`config.mk`:
```
export PLATFORM = sky130hd
export DESIGN_NAME = axis_i2s2_tx
export DESIGN_NICKNAME = d
export VERILOG_FILES = /design/src/rtl/axis_i2s2_tx.sv
export SDC_FILE = /design/constraint.sdc
export NUM_CORES = 1
export LEC_CHECK = 0
export ABC_AREA = 1
export BUFFER_PORTS_ARGS = -buffer_cell sky130_fd_sc_hd__buf_2
export CORE_AREA = 2 2 123 125
export CTS_CLUSTER_SIZE = 25
export DETAILED_ROUTE_END_ITERATION = 10
export DIE_AREA = 0 0 125 127
export PLACE_DENSITY_LB_ADDON = 0.3
export SLEW_MARGIN = 20
export SYNTH_ARGS = -nofsm -noshare
export SYNTH_HDL_FRONTEND = slang
export SYNTH_SLANG_ARGS = --single-unit
```
`constraint.sdc`:
```
create_clock -name clk -period 1.98 [get_ports clk]
set_input_delay 0.099 -clock clk [delete_from_list [all_inputs] [get_ports clk]]
set_output_delay 0.099 -clock clk [all_outputs]
set_load 0.1 [all_outputs]
```
`src/rtl/axis_i2s2_tx.sv`:
```
// AXI-Stream stereo sample sink driving an I2S transmit line (Pmod I2S2 DAC).
// Generates SCLK = clk/4 and LRCK = clk/256 from a free-running frame counter;
// one complete L/R packet is double-buffered and loaded at each frame boundary.
module axis_i2s2_tx #(
    parameter int unsigned DATA_WIDTH         = 24,
    parameter int unsigned UNDERRUN_CNT_WIDTH = 16
) (
    input  logic                          clk,
    input  logic                          rst,
    input  logic [DATA_WIDTH-1:0]         s_axis_data,
    input  logic                          s_axis_valid,
    output logic                          s_axis_ready,
    input  logic                          s_axis_last,
    output logic                          tx_sclk,
    output logic                          tx_lrck,
    output logic                          tx_sdout,
    output logic                          underrun,
    output logic [UNDERRUN_CNT_WIDTH-1:0] underrun_count
);

    localparam int unsigned CNT_W = 8;
    localparam logic [CNT_W-1:0] CNT_LOAD = 8'hFF;

    logic [CNT_W-1:0]              cnt_q, cnt_d;
    logic                          full_q, full_d;
    logic                          have_left_q, have_left_d;
    logic [DATA_WIDTH-1:0]         l_buf_q, l_buf_d;
    logic [DATA_WIDTH-1:0]         r_buf_q, r_buf_d;
    logic [DATA_WIDTH-1:0]         l_tx_q, l_tx_d;
    logic [DATA_WIDTH-1:0]         r_tx_q, r_tx_d;
    logic                          sclk_q, sclk_d;
    logic                          lrck_q, lrck_d;
    logic                          sdout_q, sdout_d;
    logic                          underrun_q, underrun_d;
    logic [UNDERRUN_CNT_WIDTH-1:0] ucnt_q, ucnt_d;

    logic                          accept;
    logic                          load;
    logic [DATA_WIDTH-1:0]         chan;
    logic [DATA_WIDTH:0]           chan_sh;

    // Ready only reflects the registered buffer-full flag.
    assign s_axis_ready   = ~full_q;
    assign tx_sclk        = sclk_q;
    assign tx_lrck        = lrck_q;
    assign tx_sdout       = sdout_q;
    assign underrun       = underrun_q;
    assign underrun_count = ucnt_q;

    // Next-state: frame counter, input buffering, frame load and serializer.
    always_comb begin
        cnt_d       = cnt_q + 8'd1;
        full_d      = full_q;
        have_left_d = have_left_q;
        l_buf_d     = l_buf_q;
        r_buf_d     = r_buf_q;
        l_tx_d      = l_tx_q;
        r_tx_d      = r_tx_q;
        underrun_d  = 1'b0;
        ucnt_d      = ucnt_q;

        accept = s_axis_valid & ~full_q;
        load   = (cnt_q == CNT_LOAD);

        // Load decision uses the pre-accept full flag, so a packet completing
        // on the load cycle is kept for the following frame.
        if (load) begin
            if (full_q) begin
                l_tx_d = l_buf_q;
                r_tx_d = r_buf_q;
                full_d = 1'b0;
            end else begin
                l_tx_d     = '0;
                r_tx_d     = '0;
                underrun_d = 1'b1;
                if (~&ucnt_q) begin
                    ucnt_d = ucnt_q + UNDERRUN_CNT_WIDTH'(1);
                end
            end
        end

        // A lone right word plays against a silent left channel.
        if (accept) begin
            if (s_axis_last) begin
                r_buf_d     = s_axis_data;
                full_d      = 1'b1;
                have_left_d = 1'b0;
                if (!have_left_q) begin
                    l_buf_d = '0;
                end
            end else begin
                l_buf_d     = s_axis_data;
                have_left_d = 1'b1;
            end
        end

        // Slot k carries S[DATA_WIDTH-k]; the left shift by k brings that bit
        // to position DATA_WIDTH and naturally yields 0 for k=0 and k>DATA_WIDTH.
        chan    = cnt_q[7] ? r_tx_q : l_tx_q;
        chan_sh = {1'b0, chan} << cnt_q[6:2];
        sclk_d  = cnt_q[1];
        lrck_d  = cnt_q[7];
        sdout_d = chan_sh[DATA_WIDTH];
    end

    // State registers with synchronous reset.
    always_ff @(posedge clk) begin
        if (rst) begin
            cnt_q       <= '0;
            full_q      <= 1'b0;
            have_left_q <= 1'b0;
            l_buf_q     <= '0;
            r_buf_q     <= '0;
            l_tx_q      <= '0;
            r_tx_q      <= '0;
            sclk_q      <= 1'b0;
            lrck_q      <= 1'b0;
            sdout_q     <= 1'b0;
            underrun_q  <= 1'b0;
            ucnt_q      <= '0;
        end else begin
            cnt_q       <= cnt_d;
            full_q      <= full_d;
            have_left_q <= have_left_d;
            l_buf_q     <= l_buf_d;
            r_buf_q     <= r_buf_d;
            l_tx_q      <= l_tx_d;
            r_tx_q      <= r_tx_d;
            sclk_q      <= sclk_d;
            lrck_q      <= lrck_d;
            sdout_q     <= sdout_d;
            underrun_q  <= underrun_d;
            ucnt_q      <= ucnt_d;
        end
    end

endmodule

```
After elaboration in Yosys (flattened, before gate mapping)
Index checks and enable logic that the tools add are counted.

Flip-flop bits (word level): 126. Output and inout port bits: 21. Logic and storage cells: 36.

Reductions and logical operators: 5. Shift operators: 1. Mux-type cells: 10. Eq/ne operators: 2. Bitwise gates (word level): 4. Add/subtract/negate cells: 2.

Operators with widths (number): $mux 24 (5); $shl 24x5->25 (1); $add 16x1->16 const B (1); $reduce_and 16->1 (1); $add 8x1->8 const B (1); $eq 8x8->1 const B (1); $mux 1 (5); $reduce_and 2->1 (2); $not 1->1 (3); $reduce_and 3->1 (1); $ne 2x2->1 const B (1); $reduce_or 2->1 (1); $and 1x1->1 (1).

Longest topological paths before layout
Depth in word-level cells: 4. Mapped depth: 13. Mapped depth without buffers: 12.

Worst setup path before layout
Ideal clock, no wire load.

Path kind: register to register. Start: register ucnt_q[1], in the netlist underrun_count[1]. End: register ucnt_q[2], in the netlist underrun_count[2]. Stages on the path, launching flop included: 10. Arrival: 2.303 ns. Setup time: 0.070 ns. Path slack: -0.394 ns. Path buffers: 2. Data required time: 1.910 ns. Cells stage by stage: dfxtp_1 > ha_1 > nand3_2 > nor2_2 > nand4_1 > nand2_1 > buf_6 > buf_6 > nand2_1 > a21oi_1.

Longest elaborated chain between the ends: 3.

Ends and longest elaborated chain: from (decl) (RTL line 35) `logic [UNDERRUN_CNT_WIDTH-1:0] ucnt_q, ucnt_d;`; from (signal assigned) (RTL line 133) `ucnt_q <= ucnt_d;`; branches (longest 3 deep; another with $add 16x1->16).

Parallel ways; which one is timed is not known. A chain may end at the register's enable or synchronous reset.

Worst setup path after layout
Start: register cnt_q[0]. End: register r_tx_q[4].

Longest elaborated chain between the ends: 1.

Ends and longest elaborated chain: from (decl) (RTL line 24) `logic [CNT_W-1:0] cnt_q, cnt_d;`; from (signal assigned) (RTL line 122) `cnt_q <= cnt_d;`; $eq 8x8->1 (RTL line 63) `load = (cnt_q == CNT_LOAD);`; to (signal assigned) (RTL line 128) `r_tx_q <= r_tx_d;`; to (decl) (RTL line 30) `logic [DATA_WIDTH-1:0] r_tx_q, r_tx_d;`.

Every way passes these cells.

==> results.yml <==
run_status:
  outcome: "completed"
place:
  io_buffers: 48
  hpwlAfterDp_um: 8980
  place_congestion: 0.888
worst_setup_path:
  crit_arrival_ns: 2.18
  worstPathMaxFanout: 60
  crit_chain: "ha_1, nand2_1, inv_2, nand2_2, nor2_4, nand3_4, buf_12, buf_6, a21oi_1, a211oi_2"
  slowest_delay_ns: 0.32
  reg2reg_depth: 10
  cp.required_ns: 2.32
  critPathKind: "flop to flop"
  startpoint_type: "flop"
  critical_path.slowest_cell: "dfxtp_1"
  cp-end-kind: "flop"
floorplan:
  die_h_um: 127
  io_pins: 49
  die-width_um: 125
  start_util_pct: 39.3
  std_cell_rows: 44
  dieArea_mm2: 0.0159
  core_mm2: 0.0144
clock_network:
  cts_made_buffers: 17
  cts_buffer_depth: 2
  htree_levels: 4
  clk_pin_slew_worst_paths_ns: 0.05
  insertion_delay_ns: 0.42
  clock-sinks: 126
  cts_root_buf: "clkbuf_16"
  cts_tree: "built"
pwr:
  switching_share_pct: 22.3
  pwr-share-clk_pct: 50.5
  vdd_drop_max_uv: 497
  p_seq_share_pct: 43.3
  p_comb_share_pct: 6.2
  p_int_mw: 4.73
  leakagePower_nw: 2.69
  power.total_mw: 6.09
  power_density_mw_per_mm2: 878
  power_switching_mw: 1.36
flow_run:
  cap_violations: 0
logic_synthesis:
  synth_top_cell_by_area: "dfxtp_1"
  syn_inst: 740
  yosys_warnings: 0
  ys_ff_latch: 126
  synthTopCellsByArea: "dfxtp_1 (44%), a21oi_1 (8.3%), nand2_1 (8.3%), a211oi_2 (7.5%), nand3_1 (5.9%)"
  yosys.area.top_type_share_pct: 44.5
  synth.distinct_cells: 30
  mappedNetlistArea_mm2: 0.00567
  yosysSeqAreaShare_pct: 44.5
  synth_area_per_cell_um2: 7.67
  syn-num-nets: 770
cells_and_area:
  finalNetCount: 826
  seq_area_mm2: 0.00254
  syn_to_final_growth_pct: 22.4
  fill_cells: 1438
  diodes: 0
  layout_commonest_cell: "nand2_1"
  multi_input_area_mm2: 0.00265
  drive_gt1_share_pct: 19.9
  final_cell_mix: "nand2_1 (125), dfxtp_1 (111), a21oi_1 (94)"
grt:
  grt_start_max_net_pins: 93
  grt_pass1_vias: 4914
  overflow: 0
  antenna_found_initial: 0
  track_usage_pct: 19.6
  grt_pass1_wl_um: 25100
hold_path:
  hold_path.class: "input port to flop"
  hold_path_depth: 3
timing:
  final_hold_viol_count: 0
  final-max-slew-violation-count: 0
  slew-limit-headroom_pct: 64.4
  rsz0062_at_grt: "no"
  min_period_over_period_pct: 93.0
  fin_crit_ns: 1.84
  setup_viol: 0
  fmax_mhz: 543
  worst_pin_slew_ns: 0.533
  fin_tns_setup_ns: 0
  fin_skew_ns: 0.00663
routing:
  vias_per_cell: 5.09
  drc: 0
  dr.pass1.iters: 4
  first_iter_violations: 275
  vias: 5053
  final_antenna_net_count: 0
  drt-wirelength-per-cell_um: 14.9
  wl_um: 14800
-- synthesized netlist by cell type (all sizes together) --
master    n
buf      17
dfxtp   126
nor4      1
o21bai    1
ha        2
nor3     11
xnor2     6
nor2     78
a211oi   34
clkinv    2
a21oi    95
inv      64
xor2      4
nand4     3
o211ai   28
nand3    69
o21ai    34
nand2   127
clkbuf   37
nor3b     1
-- per-stage QoR --
| step | std cells | utilization, % | cell area [um2] | setup slack, ns | hold WS, ns |
|---|---|---|---|---|---|
| final | 993 | 48.1 | 6940 | 0.139 | 0.204 |
| after CTS | 993 | 48.0 | 6930 | 0.0584 | 0.216 |
| after detailed placement | 937 | 42.3 | 6100 | 0.0823 | 0.343 |
| after floorplan | 740 | - | 5690 | 0.00785 | 0.234 |
| after global routing | 993 | 48.1 | 6940 | 0.00361 | 0.229 |
| after global placement | 937 | 42.3 | 6100 | 0.111 | 0.339 |
-- cells by family after synthesis --
group	after synthesis	share of synthesized area, %
XOR/XNOR	10	1.54
AO/OA/AOI/OAI	192	22.8
flip-flops	126	44.5
buffers and inverters	120	9.09
adder cells (fa/ha/maj)	2	0.441
AND/OR/NAND/NOR	290	21.7
-- sequential cells by signal, summed over array words and instances, names as in the netlist --
name / count
l_buf_q: 24
l_tx_q: 24
r_buf_q: 24
r_tx_q: 24
underrun_count: 16
cnt_q: 8
full_q: 1
have_left_q: 1
tx_lrck: 1
tx_sclk: 1
tx_sdout: 1
underrun: 1
-- worst paths after layout --
check              endpoint  slack (ns)      from
hold reg to reg    cnt_q[0]        0.45  cnt_q[0]
setup reg to reg  r_tx_q[4]        0.14  cnt_q[0]
hold / removal     cnt_q[0]        0.20       rst
setup / recovery  r_tx_q[4]        0.14  cnt_q[0]
-- power groups by stage --
stage / Combinational [mW] / Clock, mW / Sequential [mW]
after floorplan: 0.210 / 0 / 2.68
after global routing: 0.412 / 3.26 / 2.64
after global placement: 0.332 / 0 / 2.69
after detailed placement: 0.335 / 0 / 2.69
after CTS: 0.374 / 3.13 / 2.64
final: 0.377 / 3.08 / 2.64
-- area by class of cell --
class                      instances  area share (%)
clock inverter                     6            1.15
clock buffer                      26            7.34
tap                              184            3.32
inverter                          66            3.66
sequential                       126            36.6
multi-input combinational        494            38.1
timing repair buffer              91            9.79
-- layer usage --
metal	part of all wire, %	wire, um	global-route usage [%]
met1	47	7020	25.2
met2	47	6940	32.0
met3	4.0	598	4.23
met4	1.9	287	8.50
met5	0	0	0
-- what timing repair did --
| action | in CTS | in global routing |
|---|---|---|
| setup buffers | 0 | 0 |
| endpoints found under the setup margin | 0 | 29 |
| hold buffers | 24 | 0 |
| resized for setup | 0 | 5 |
| endpoints found under the hold margin | 48 | 0 |
-- critical path, delay by kind of cell (launching register included) --
family	cells	cell delay, ns
buffers and inverters	3	0.65
DFF	1	0.32
and+or+nand+nor	4	0.32
AOI/OAI and AO/OA	2	0.24
adders and majority gates	1	0.21
Note: power is estimated with default switching activity, not from simulation.
